==> config.mk <==
export PLATFORM = sky130hd
export DESIGN_NAME = averager_reader
export DESIGN_NICKNAME = d
export VERILOG_FILES = /design/src/rtl/averager_reader_pkg.sv /design/src/rtl/averager_reader_fifo.sv /design/src/rtl/averager_reader.sv
export SDC_FILE = /design/constraint.sdc
export NUM_CORES = 1
export LEC_CHECK = 0
export CAP_MARGIN = 15
export CORE_MARGIN = 4
export CORE_UTILIZATION = 40
export DETAILED_ROUTE_END_ITERATION = 8
export DONT_BUFFER_PORTS = 1
export GPL_TIMING_DRIVEN = 0
export PLACE_DENSITY = 0.51
export SYNTH_ARGS = -nofsm -noshare
export SYNTH_HDL_FRONTEND = slang
export SYNTH_SLANG_ARGS = --single-unit
==> constraint.sdc <==
create_clock -name clk -period 2.4 [get_ports clk]
set_input_delay 0.48 -clock clk [delete_from_list [all_inputs] [get_ports clk]]
set_output_delay 0.48 -clock clk [all_outputs]
set_load 0.02 [all_outputs]
==> src/rtl/averager_reader_pkg.sv <==
// averager_reader_pkg: FSM state type and FIFO sizing helpers for the averager readout engine
package averager_reader_pkg;
  typedef enum logic [1:0] {IDLE, WAIT_READY, READ, DRAIN} state_t;
  // Two slots beyond the read pipeline so a full in-flight window plus one held beat never stalls issue.
  function automatic int fifo_depth(input int lat);
    return lat + 2;
  endfunction
  function automatic int fifo_ptr_w(input int depth);
    return depth > 1 ? $clog2(depth) : 1;
  endfunction
endpackage

==> src/rtl/averager_reader_fifo.sv <==
// averager_reader_fifo: synchronous first-word-fall-through FIFO, async active-high reset
//   clk, rst            clock, async reset
//   wr_en_i, wr_data_i  push side
//   rd_en_i, rd_data_o  pop side; rd_data_o shows the head entry whenever !empty_o
//   empty_o, count_o    occupancy
module averager_reader_fifo
  import averager_reader_pkg::*;
#(
  parameter int W = 33,
  parameter int DEPTH = 4,
  parameter int CW = $clog2(DEPTH + 1)
) (
  input  logic          clk,
  input  logic          rst,
  input  logic          wr_en_i,
  input  logic [W-1:0]  wr_data_i,
  input  logic          rd_en_i,
  output logic [W-1:0]  rd_data_o,
  output logic          empty_o,
  output logic [CW-1:0] count_o
);
  localparam int PW = fifo_ptr_w(DEPTH);
  logic [W-1:0]  mem_q [DEPTH];
  logic [PW-1:0] wp_q, rp_q;
  logic [CW-1:0] cnt_q;
  logic          wr, rd;
  assign rd = rd_en_i && cnt_q != '0;
  assign wr = wr_en_i && (cnt_q != CW'(DEPTH) || rd);
  assign empty_o = cnt_q == '0;
  assign count_o = cnt_q;
  assign rd_data_o = mem_q[rp_q];
  always_ff @(posedge clk)
    if (wr) mem_q[wp_q] <= wr_data_i;
  always_ff @(posedge clk or posedge rst)
    if (rst) begin
      wp_q  <= '0;
      rp_q  <= '0;
      cnt_q <= '0;
    end else begin
      if (wr) wp_q <= wp_q == PW'(DEPTH - 1) ? '0 : wp_q + 1'b1;
      if (rd) rp_q <= rp_q == PW'(DEPTH - 1) ? '0 : rp_q + 1'b1;
      cnt_q <= cnt_q + CW'(wr) - CW'(rd);
    end
endmodule

==> src/rtl/averager_reader.sv <==
// averager_reader: streams accumulator BRAM words 0..count_max onto AXI4-Stream after an acquisition
//   clk, rst                 clock, async active-high reset
//   start, count_max         readout request and last word index (latched on accepted start)
//   avg_ready, n_avg         accumulator-stable flag and average count (captured when readout begins)
//   bram_addr/en/rdata       BRAM read port, byte addressed, BRAM_LATENCY read latency
//   m_axis_*                 stream master, tlast on the final word
//   busy, done, n_avg_out    status
// Optional feature macro AVERAGER_READER_HEADER_EN: prepend one header beat carrying n_avg.
module averager_reader
  import averager_reader_pkg::*;
#(
  parameter int FAST_COUNT_WIDTH = 13,
  parameter int SLOW_COUNT_WIDTH = 19,
  parameter int DATA_WIDTH = 32,
  parameter int BRAM_LATENCY = 2
) (
  input  logic                        clk,
  input  logic                        rst,
  input  logic                        start,
  input  logic [FAST_COUNT_WIDTH-1:0] count_max,
  input  logic                        avg_ready,
  input  logic [SLOW_COUNT_WIDTH-1:0] n_avg,
  output logic [FAST_COUNT_WIDTH+1:0] bram_addr,
  output logic                        bram_en,
  input  logic [DATA_WIDTH-1:0]       bram_rdata,
  output logic [DATA_WIDTH-1:0]       m_axis_tdata,
  output logic                        m_axis_tvalid,
  input  logic                        m_axis_tready,
  output logic                        m_axis_tlast,
  output logic                        busy,
  output logic                        done,
  output logic [SLOW_COUNT_WIDTH-1:0] n_avg_out
);
  localparam int DEPTH = fifo_depth(BRAM_LATENCY);
  localparam int CW = $clog2(DEPTH + 1);
  state_t                      state_q, state_d;
  logic [FAST_COUNT_WIDTH-1:0] cmax_q, idx_q;
  logic [SLOW_COUNT_WIDTH-1:0] n_avg_q;
  logic                        done_q;
  logic [BRAM_LATENCY-1:0]     vld_q, lst_q;
  logic [CW-1:0]               fcnt;
  logic                        fempty, credit, issue, is_last, hs, fin, wr_en;
  logic [DATA_WIDTH:0]         wr_data, rd_data;
  int                          in_flight;
  // Credit covers reads still in the BRAM pipeline, so returning data always has a free slot.
  assign in_flight = $countones(vld_q);
  assign credit = in_flight + int'(fcnt) < DEPTH;
  assign issue = state_q == READ && credit;
  assign is_last = idx_q == cmax_q;
  assign hs = !fempty && m_axis_tready;
  assign fin = state_q == DRAIN && in_flight == 0 && hs && rd_data[DATA_WIDTH];
`ifdef AVERAGER_READER_HEADER_EN
  // Header is pushed on entry to READ; the read pipeline is empty then, so the write port is free.
  assign wr_en = vld_q[BRAM_LATENCY-1] || (state_q == WAIT_READY && avg_ready);
  assign wr_data = vld_q[BRAM_LATENCY-1] ? {lst_q[BRAM_LATENCY-1], bram_rdata} : {1'b0, DATA_WIDTH'(n_avg)};
`else
  assign wr_en = vld_q[BRAM_LATENCY-1];
  assign wr_data = {lst_q[BRAM_LATENCY-1], bram_rdata};
`endif
  averager_reader_fifo #(
    .W(DATA_WIDTH + 1),
    .DEPTH(DEPTH),
    .CW(CW)
  ) u_fifo (
    .clk(clk),
    .rst(rst),
    .wr_en_i(wr_en),
    .wr_data_i(wr_data),
    .rd_en_i(m_axis_tready),
    .rd_data_o(rd_data),
    .empty_o(fempty),
    .count_o(fcnt)
  );
  always_comb begin
    state_d = state_q;
    case (state_q)
      IDLE:       state_d = start ? WAIT_READY : IDLE;
      WAIT_READY: state_d = avg_ready ? READ : WAIT_READY;
      READ:       state_d = issue && is_last ? DRAIN : READ;
      DRAIN:      state_d = fin ? IDLE : DRAIN;
      default:    state_d = IDLE;
    endcase
  end
  always_ff @(posedge clk or posedge rst)
    if (rst) begin
      state_q <= IDLE;
      cmax_q  <= '0;
      idx_q   <= '0;
      n_avg_q <= '0;
      done_q  <= 1'b0;
      vld_q   <= '0;
      lst_q   <= '0;
    end else begin
      state_q <= state_d;
      done_q  <= fin;
      vld_q   <= BRAM_LATENCY'({vld_q, issue});
      lst_q   <= BRAM_LATENCY'({lst_q, issue && is_last});
      if (state_q == IDLE && start) begin
        cmax_q <= count_max;
        idx_q  <= '0;
      end
      if (issue) idx_q <= idx_q + 1'b1;
      if (state_q == WAIT_READY && avg_ready) n_avg_q <= n_avg;
    end
  assign bram_en = issue;
  assign bram_addr = {idx_q, 2'b00};
  assign m_axis_tvalid = !fempty;
  assign m_axis_tdata = fempty ? '0 : rd_data[DATA_WIDTH-1:0];
  assign m_axis_tlast = !fempty && rd_data[DATA_WIDTH];
  assign busy = state_q != IDLE;
  assign done = done_q;
  assign n_avg_out = n_avg_q;
endmodule
Word-level counts from Yosys, hierarchy flattened. Memories as Yosys holds them, arrays and structs flattened. Cells that the tools add are included.

Add/subtract/negate cells: 7. Magnitude comparators: 1. Equality and inequality tests: 7. Muxes and demuxes: 12. Reductions and logical operators: 19.

Operator list (count): 32-bit zero test (1); 32-bit two-way mux (1); 13-bit two-way mux (2); 13-bit by 1-bit adder with 13-bit output (second input constant) (1); 13-bit == test (1); 1-bit logical AND (11); 2-bit == test (second input constant) (4); 2-bit two-way mux (4); 2-bit case mux with 4 select lines (1); 2-bit by 1-bit adder with 2-bit output (second input constant) (2); 2-bit by 3-bit adder with 4-bit output (1); 4-bit by 3-bit less-than comparator with 1-bit output (second input constant) (1); 1-bit two-way mux (4); 2-bit nonzero test (2); 3-bit by 1-bit adder with 3-bit output (1); 3-bit zero test (1); 3-bit inequality test (second input constant) (1); 3-bit nonzero test (1); 3-bit by 1-bit subtractor with 3-bit output (1); 1-bit by 1-bit adder with 2-bit output (1); 2-bit by 1-bit == test with 1-bit output (second input constant) (1); 2-bit zero test (1); 1-bit zero test (1); 1-bit logical OR (1).

Register bits after elaboration: 59. RAM bits: 132. Input bits: 69. Logic and storage cells: 57. Memories: 1.

Memories: u_fifo.mem_q (depth 4, width 33, rd ports 1, clocked after Yosys merged registers in 0, write ports 1, RTL line averager_reader_fifo.sv:23) `logic [W-1:0] mem_q [DEPTH];`.

Depth between registers and ports, before layout. Gate-level depths: netlist of the first run.

Depth after elaboration: 7. Mapped depth: 7.

Modules after synthesis. Synthesis of the first run repeated with hierarchy kept, for this count alone.

Cells, all modules: 460. Area total of the unflattened synthesis: 7752.4 µm².

By module, submodules not included: averager_reader_fifo (instances 1, cells an instance 212, area an instance 5208.7 µm², seq. area each 4139.0 µm²); averager_reader (instances 1, cells an instance 248, area an instance 2543.7 µm², seq. area each 1301.2 µm²).

Worst setup path after synthesis of the first run. No wires, ideal clock.

Path type: reg-to-output. Start: register u_fifo.rp_q[0]. End: output port m_axis_tdata[10]. Data arrival time: 1.593 ns. Path slack: 0.327 ns. Stages on the path, launching flop included: 5. Path through: dfrtp_1 -> buf_2 -> buf_2 -> mux4_2 -> and2_1.

Longest elaborated chain between the ends: 2.

Ends and longest elaborated chain: start: declaration (RTL line averager_reader_fifo.sv:24) `logic [PW-1:0] wp_q, rp_q;`; start signal: assignment (RTL line averager_reader_fifo.sv:41) `if (rd) rp_q <= rp_q == PW'(DEPTH - 1) ? '0 : rp_q + 1'b1;`; memory read 4 x 33 bit; 32-bit two-way mux (RTL line averager_reader.sv:108) `assign m_axis_tdata = fempty ? '0 : rd_data[DATA_WIDTH-1:0];`; end: declaration (RTL line averager_reader.sv:26) `output logic [DATA_WIDTH-1:0] m_axis_tdata,`.

No other way between the ends.

Worst setup path after layout of the first run.
Start: register u_fifo.rp_q[0]. End: output port m_axis_tdata[7].

The elaborated chain is that of the path after synthesis.

==> qor.txt, run 1 <==
======================================================================================================
Clock power share                                                                                0.250
Internal power contribution                                                                    7910 uW
Worst Path Class, Setup                                                                        reg2out
R2R depth                                                                                            6
Mean cell area of the mapped netlist                                                          16.8 um2
Proportion of synthesized chip area in sequential cells                                          0.706
Share of total power in combinational logic                                                      0.324
Largest net degree at the start of global routing                                                   43
Area enclosed by the die boundary                                                            21600 um2
Placed cell area                                                                              8140 um2
Final Setup Violations                                                                               0
Reg-to-reg startpoint                                                                         vld_q[0]
Slew @ Worst Pin                                                                              0.558 ns
Detailed placer's ending HPWL                                                                 10100 um
Result of the run                                                                         finished clean
Clock latency on the worst-skew pair                                                           0.42 ns
Number of sinks driven by the clock tree                                                           191
Place WS                                                                                    -0.0475 ns
Wire length reported by the detailed router                                                   15100 um
Number of global-route vias before repair                                                         4231
Hold-critical path depth                                                                             0
Source of the worst hold timing path                                                      bram_rdata[29]
Hold Path Class                                                                                 in2reg
Remaining max-slew budget at the tightest pin                                                    0.627
Vias post-DR                                                                                      3808
End of the worst register-to-register path                                                   idx_q[12]
Hold EP                                                                                   u_fifo.mem_q[2][29]
Buffers from clock root to sink, at most                                                             2
Largest fanout on the critical path                                                                  9
Detailed-route wire length per cell                                                            19.8 um
Share of layout cells above drive strength 1                                                     0.268
Leakage power total                                                                         0.00337 uW
Data arrival, critical path                                                                    1.88 ns
Sw Pwr                                                                                         4070 uW
Count of pins on the block boundary                                                                140
Series of cell instances along the critical path                                          buf_12, clkbuf_16, mux4_2, and2_1
Worst setup margin                                                                           0.0441 ns
Period minus WS final                                                                          2.36 ns
Slack of the worst reg-to-reg path                                                             0.17 ns
DIE WIDTH                                                                                       147 um
Vertical extent of the die                                                                      147 um
Number of placement rows                                                                            50
1st-iter DRT viols                                                                                  93
Clock transition at the register clock pins on the worst setup and hold paths after CTS        0.07 ns
Clock tree root buffer cell                                                                  clkbuf_16
Antenna cell count                                                                                   0
Count of unique library cells instantiated by Yosys                                                 43
Ys Warns                                                                                             0
Clock tree from TritonCTS                                                                          yes
Worst VDD drop                                                                              0.000628 V
Worst clock skew                                                                             0.0106 ns
Max-slew violations                                                                                  0
First-pass DRT Iterations                                                                            4
Share of the clock period used by the worst path                                                 0.982
Htree depth                                                                                          4
I/O Buffers                                                                                          0
Final hold violation count                                                                           0
Worst path slowest cell                                                                         mux4_2
Initial cell density of the core                                                                 0.409
Startpoint kind of the worst setup timing path                                               flip-flop
Delay of the slowest cell on the worst path                                                    0.48 ns
Total congestion overflow after global routing                                                       0
Data required time of the worst path                                                           1.92 ns
Final nets                                                                                         571
CTS Buf Count                                                                                       17
Global placer's final weighted congestion                                                        0.768
Number of max-cap violations                                                                         0
# DRC                                                                                                0
Top achievable clock speed                                                                     424 MHz
Cell Area, Synth                                                                              7710 um2
Type of destination of the critical path                                                    output pin
Antenna violations before repair                                                                     0
Final instance area                                                                           9010 um2
Growth of design area from synthesis to finish                                                   16.9%
Synth Instances                                                                                    458
Placed cell count                                                                                  724
Fill cell total of the finished layout                                                            1628
Number of flip-flops and latches in the synthesized netlist                                        191
Part of the power in registers                                                                   0.425
Routed Antenna Nets                                                                                  0
Net switching fraction of the power                                                              0.340
RSZ-0062 raised after global routing                                                               yes
Core region area                                                                             18800 um2
Total routing usage reported by global routing                                                   0.142
Pwr dens                                                                                   1330 nW/um2
Via density                                                                                       4.99
Final cell count without fillers                                                                   763
Wire length of the first global-routing pass                                                  23500 um
======================================================================================================
-- power by group through the flow --
stage | Combinational (uW) | Sequential, uW | Clock (uW)
6_report | 3890 | 5100 | 3000
5_1_grt | 4260 | 5200 | 3220
4_1_cts | 3740 | 5120 | 3080
3_5_place_dp | 3570 | 5150 | 0
3_3_place_gp | 3440 | 5140 | 0
2_1_floorplan | 2820 | 4990 | 0
-- kinds of logic (layout without fill, tap and decap cells) --
family	Yosys count	count (layout)	synth area share
DFF	191	191	0.706
xor gates and xnor gates	15	15	0.0170
other	1	2	0.000486
and+or+nand+nor	129	129	0.0870
adders and majority gates	12	12	0.0204
muxes	62	62	0.137
buffers and inverters	31	75	0.0169
AOI/OAI and AO/OA	17	17	0.0151
-- cells in the final DEF (no fill, tap or decap), types with 6 or more instances in the layout --
cell	Yosys	final
edfxtp_1	132	132
dfrtp_1	59	58
nand2_1	57	56
mux4_2	33	33
and2_1	38	24
mux2_2	21	21
clkbuf_16	0	21
xnor2_1	11	11
ha_1	11	11
inv_1	11	10
nand3_1	11	10
buf_12	0	9
and2_4	0	9
buf_4	2	8
mux2i_1	8	8
o21ai_0	6	6
-- metal layers --
| layer | GRT usage | routed length (um) |
|---|---|---|
| met4 | 0.0466 | 157 |
| met2 | 0.247 | 8000 |
| met5 | 0 | 0 |
| met1 | 0.160 | 5800 |
| met3 | 0.0589 | 1150 |
-- critical path: cells and delay by family, from the launching register on --
family                 cells  cell delay, ns
buffers and inverters      2            0.32
flip-flops                 1            0.39
AND/OR/NAND/NOR            1            0.25
multiplexers               1            0.48
-- per-stage QoR --
stage	total power [uW]	utilization	hold slack, ns	TNS, ns
2_1_floorplan	7810	-	0.331	0
5_1_grt	12700	0.479	0.112	-0.417
6_report	12000	0.479	0.147	0
3_5_place_dp	8720	0.432	0.351	-0.387
4_1_cts	11900	0.473	0.124	-0.0139
3_3_place_gp	8570	0.427	0.338	-66.26
-- flip-flops by register name, indices dropped and copies added (netlist names) --
| name | flops |
|---|---|
| cmax_q | 13 |
| done | 1 |
| idx_q | 13 |
| lst_q | 2 |
| n_avg_out | 19 |
| state_q | 2 |
| u_fifo.count_o | 3 |
| u_fifo.mem_q | 132 |
| u_fifo.rp_q | 2 |
| u_fifo.wp_q | 2 |
| vld_q | 2 |
-- cell usage after synthesis (all sizes together) --
master    n  share of area
o21ai     7         0.0045
conb      1        0.00049
o41a      1         0.0015
a31oi     1        0.00081
clkinv    1        0.00049
nor3b     1        0.00097
nor3      2         0.0013
inv      11         0.0054
nand3    11         0.0071
nor4      2         0.0036
nor2      5         0.0024
and2     38          0.031
a22o      3         0.0034
or3b      1         0.0011
nand4     3         0.0024
nor4b     1         0.0011
fa        1         0.0026
a21o      1        0.00097
a21oi     1        0.00065
or4b      1         0.0018
or2       1        0.00081
xnor2    11          0.012
and4      2         0.0023
and3      2         0.0016
o31ai     1        0.00097
ha       11          0.018
dfrtp    59           0.19
buf       8         0.0057
a41oi     1         0.0011
o31a      1         0.0011
nor2b     1        0.00081
nand3b    1        0.00097
mux2     21          0.031
xor2      4         0.0045
edfxtp  132           0.51
clkbuf   11         0.0054
mux2i     8          0.010
nand2    57          0.028
mux4     33          0.096
-- area by class of cell --
cell class | count | area [um2] | share of cell area
tap | 260 | 325 | 0.0361
clock buffer | 24 | 536 | 0.0594
buffer | 18 | 159 | 0.0176
timing repair buffer | 13 | 198 | 0.0219
clock inverter | 8 | 113 | 0.0125
sequential | 191 | 5440 | 0.604
inverter | 12 | 47.5 | 0.00527
multi-input combinational | 237 | 2190 | 0.243
-- how the worst max path moves through the flow --
stage                                 start                 end  cells past startpoint
after floorplan              u_fifo.rp_q[0]    m_axis_tdata[10]                      4
after detailed placement     u_fifo.rp_q[1]    m_axis_tdata[13]                      4
final                        u_fifo.rp_q[0]     m_axis_tdata[7]                      4
after global placement    u_fifo.count_o[2]  u_fifo.mem_q[0][4]                      3
after global routing               vld_q[0]             bram_en                      5
after CTS                    u_fifo.rp_q[0]    m_axis_tdata[13]                      4
-- timing repair --
item                       4_1_cts  5_1_grt
setup buffers                    3        2
cloned                           0        2
hold buffers                     1        0
hold endpoints to repair        17        0
resized for setup               30       22
setup endpoints to repair       30       29
Note: power is estimated with default switching activity, not from simulation.
==> run 2, diff against run 1 <==
--- a/config.mk
+++ b/config.mk
@@ -11,7 +11,7 @@
 export DETAILED_ROUTE_END_ITERATION = 8
 export DONT_BUFFER_PORTS = 1
 export GPL_TIMING_DRIVEN = 0
-export PLACE_DENSITY = 0.51
+export PLACE_DENSITY = 0.57
 export SYNTH_ARGS = -nofsm -noshare
 export SYNTH_HDL_FRONTEND = slang
 export SYNTH_SLANG_ARGS = --single-unit
==> constraint.sdc (replaced) <==
create_clock -name clk -period 2.4 [get_ports clk]
set_input_delay 0.24 -clock clk [delete_from_list [all_inputs] [get_ports clk]]
set_output_delay 0.24 -clock clk [all_outputs]
set_load 0.02 [all_outputs]
==> run 2 against run 1 <==
Against the previous run:
- sequential power about the same
- non-clock buffer count grew 58
- highest routed layer unchanged
- cell area up 4.6%
- critical path type unchanged
- worst hold slack better by 0.020 ns
- final cell count is 7.6% higher
- maximum frequency increased by 5.3%
- critical endpoint is now m_axis_tdata[5]
==> qor.txt, run 2 (same netlist as run 1, synthesis figures left out) <==
======================================================================================================
I/O Buffers                                                                                          0
Core region area                                                                             18800 um2
FF+latch area                                                                                 5440 um2
Worst VDD drop                                                                              0.000599 V
Clock tree root buffer cell                                                                  clkbuf_16
Wire length reported by the detailed router                                                   14900 um
Number of global-route vias before repair                                                         4368
Result of the run                                                                         finished clean
Growth of design area from synthesis to finish                                                   22.2%
Final Total Pwr                                                                               11400 uW
Largest fanout on the critical path                                                                 10
Hold Worst Slack                                                                              0.167 ns
Remaining max-slew budget at the tightest pin                                                    0.555
Buffers from clock root to sink, at most                                                             2
Top achievable clock speed                                                                     447 MHz
Type of destination of the critical path                                                    output pin
Detailed-route wire length per cell                                                            18.1 um
Hold-critical path depth                                                                             3
RSZ-0062 raised after global routing                                                                no
Number of sinks driven by the clock tree                                                           191
Share of layout cells above drive strength 1                                                     0.204
Leakage power total                                                                         0.00349 uW
Largest net degree at the start of global routing                                                   44
DIE WIDTH                                                                                       147 um
Hold Path Class                                                                                 in2reg
Detailed placer's ending HPWL                                                                  9940 um
Clock latency on the worst-skew pair                                                           0.42 ns
End of the worst register-to-register path                                                    idx_q[9]
Worst clock skew                                                                             0.0117 ns
First-pass DRT Iterations                                                                            4
Routed Antenna Nets                                                                                  0
Fin util                                                                                         0.501
Fill cell total of the finished layout                                                            1587
Vertical extent of the die                                                                      147 um
Number of max-cap violations                                                                         0
Initial cell density of the core                                                                 0.409
Htree depth                                                                                          4
Reg-to-reg startpoint                                                                         vld_q[0]
Total congestion overflow after global routing                                                       0
Share of the clock period used by the worst path                                                 0.932
Wire length of the first global-routing pass                                                  23600 um
CTS Buf Count                                                                                       17
# DRC                                                                                                0
Area enclosed by the die boundary                                                            21600 um2
Most common library cell in the layout ignoring fill and taps                                 edfxtp_1
Clock transition at the register clock pins on the worst setup and hold paths after CTS        0.07 ns
Final Setup Violations                                                                               0
Final hold violation count                                                                           0
Number of flip-flops under the largest register name                                               132
Pwr dens                                                                                   1210 nW/um2
Hold EP                                                                                     cmax_q[10]
Vias post-DR                                                                                      4030
Total routing usage reported by global routing                                                   0.143
Data required time of the worst path                                                           2.16 ns
Worst Path Class, Setup                                                                        reg2out
Clock tree from TritonCTS                                                                          yes
GR Util met3                                                                                    0.0531
Slack of the worst reg-to-reg path                                                             0.19 ns
Via density                                                                                       4.91
Global placer's final weighted congestion                                                        0.781
Antenna violations before repair                                                                     1
Number of placement rows                                                                            50
Multi-input combinational cell area                                                           2160 um2
Count of pins on the block boundary                                                                140
R2R depth                                                                                            6
Met1 Resource Use GR                                                                             0.169
Reg with most FFs                                                                         u_fifo.mem_q
Grt met2 use                                                                                     0.249
Global-route layer with the greatest usage                                                        met2
Final nets                                                                                         629
Max-slew violations                                                                                  0
Source of the worst hold timing path                                                             start
Period minus WS final                                                                          2.24 ns
Data arrival, critical path                                                                    2.00 ns
Slew @ Worst Pin                                                                              0.666 ns
1st-iter DRT viols                                                                                 124
Highest-count cells in the layout ignoring fill and taps                                  edfxtp_1 (132), dlygate4sd3_1 (66), dfrtp_1 (59)
Startpoint kind of the worst setup timing path                                               flip-flop
======================================================================================================
==> run 2: worst max path at each step <==
stage	cells past startpoint	from	to
global route	4	u_fifo.count_o[1]	m_axis_tdata[24]
detailed placement	6	vld_q[1]	idx_q[12]
finish	4	u_fifo.rp_q[0]	m_axis_tdata[5]
CTS	4	u_fifo.rp_q[0]	m_axis_tdata[22]
floorplan	6	vld_q[0]	idx_q[9]
global placement	3	u_fifo.count_o[2]	u_fifo.mem_q[2][11]
==> run 2: routing by layer <==
layer | vias up | routed length, um
li1 | 1885 | -
met3 | 6 | 907
met4 | 0 | 102
met5 | - | 0
met2 | 99 | 7830
met1 | 2040 | 6050
==> run 2: where the power goes <==
group | leakage (uW) | internal [uW] | switching [uW] | total, uW
combinational | 0.00128 | 1540 | 2060 | 3600
sequential | 0.00194 | 4330 | 748 | 5080
clock | 0.000267 | 1550 | 1210 | 2750
==> run 2: final cells by class <==
class                           instances  share of cell area
Buffer                                 18              0.0117
Sequential cell                       191               0.577
Clock buffer                           17              0.0451
Antenna cell                            1            0.000265
Tap cell                              260              0.0345
Timing Repair Buffer                   71              0.0807
Clock inverter                         14              0.0166
Inverter                               12             0.00478
Multi-Input combinational cell        237               0.229
==> run 2: worst max-delay path, stage by stage (launching register included) <==
cell      delay, ns
dfrtp_1        0.35
clkbuf_4       0.24
buf_6          0.22
mux4_2         0.52
and2_1         0.24
==> run 2: through the flow <==
step                      cells  setup WS, ns  instance area (um2)  TNS (ns)
final                       821         0.163                 9430         0
after global routing        821     0.0000409                 9430         0
after CTS                   821       -0.0128                 9400   -0.0555
after detailed placement    724         0.163                 8140         0
after global placement      719        -0.364                 8040    -46.35
after floorplan             459         0.395                 7710         0
==> run 2: repair_timing <==
item | CTS | global route
cloned | 0 | 0
buffers inserted | 0 | 0
endpoints found under the setup margin | 29 | 31
hold endpoints to repair | 177 | 0
gates resized for setup | 7 | 11
hold buffers | 66 | 0
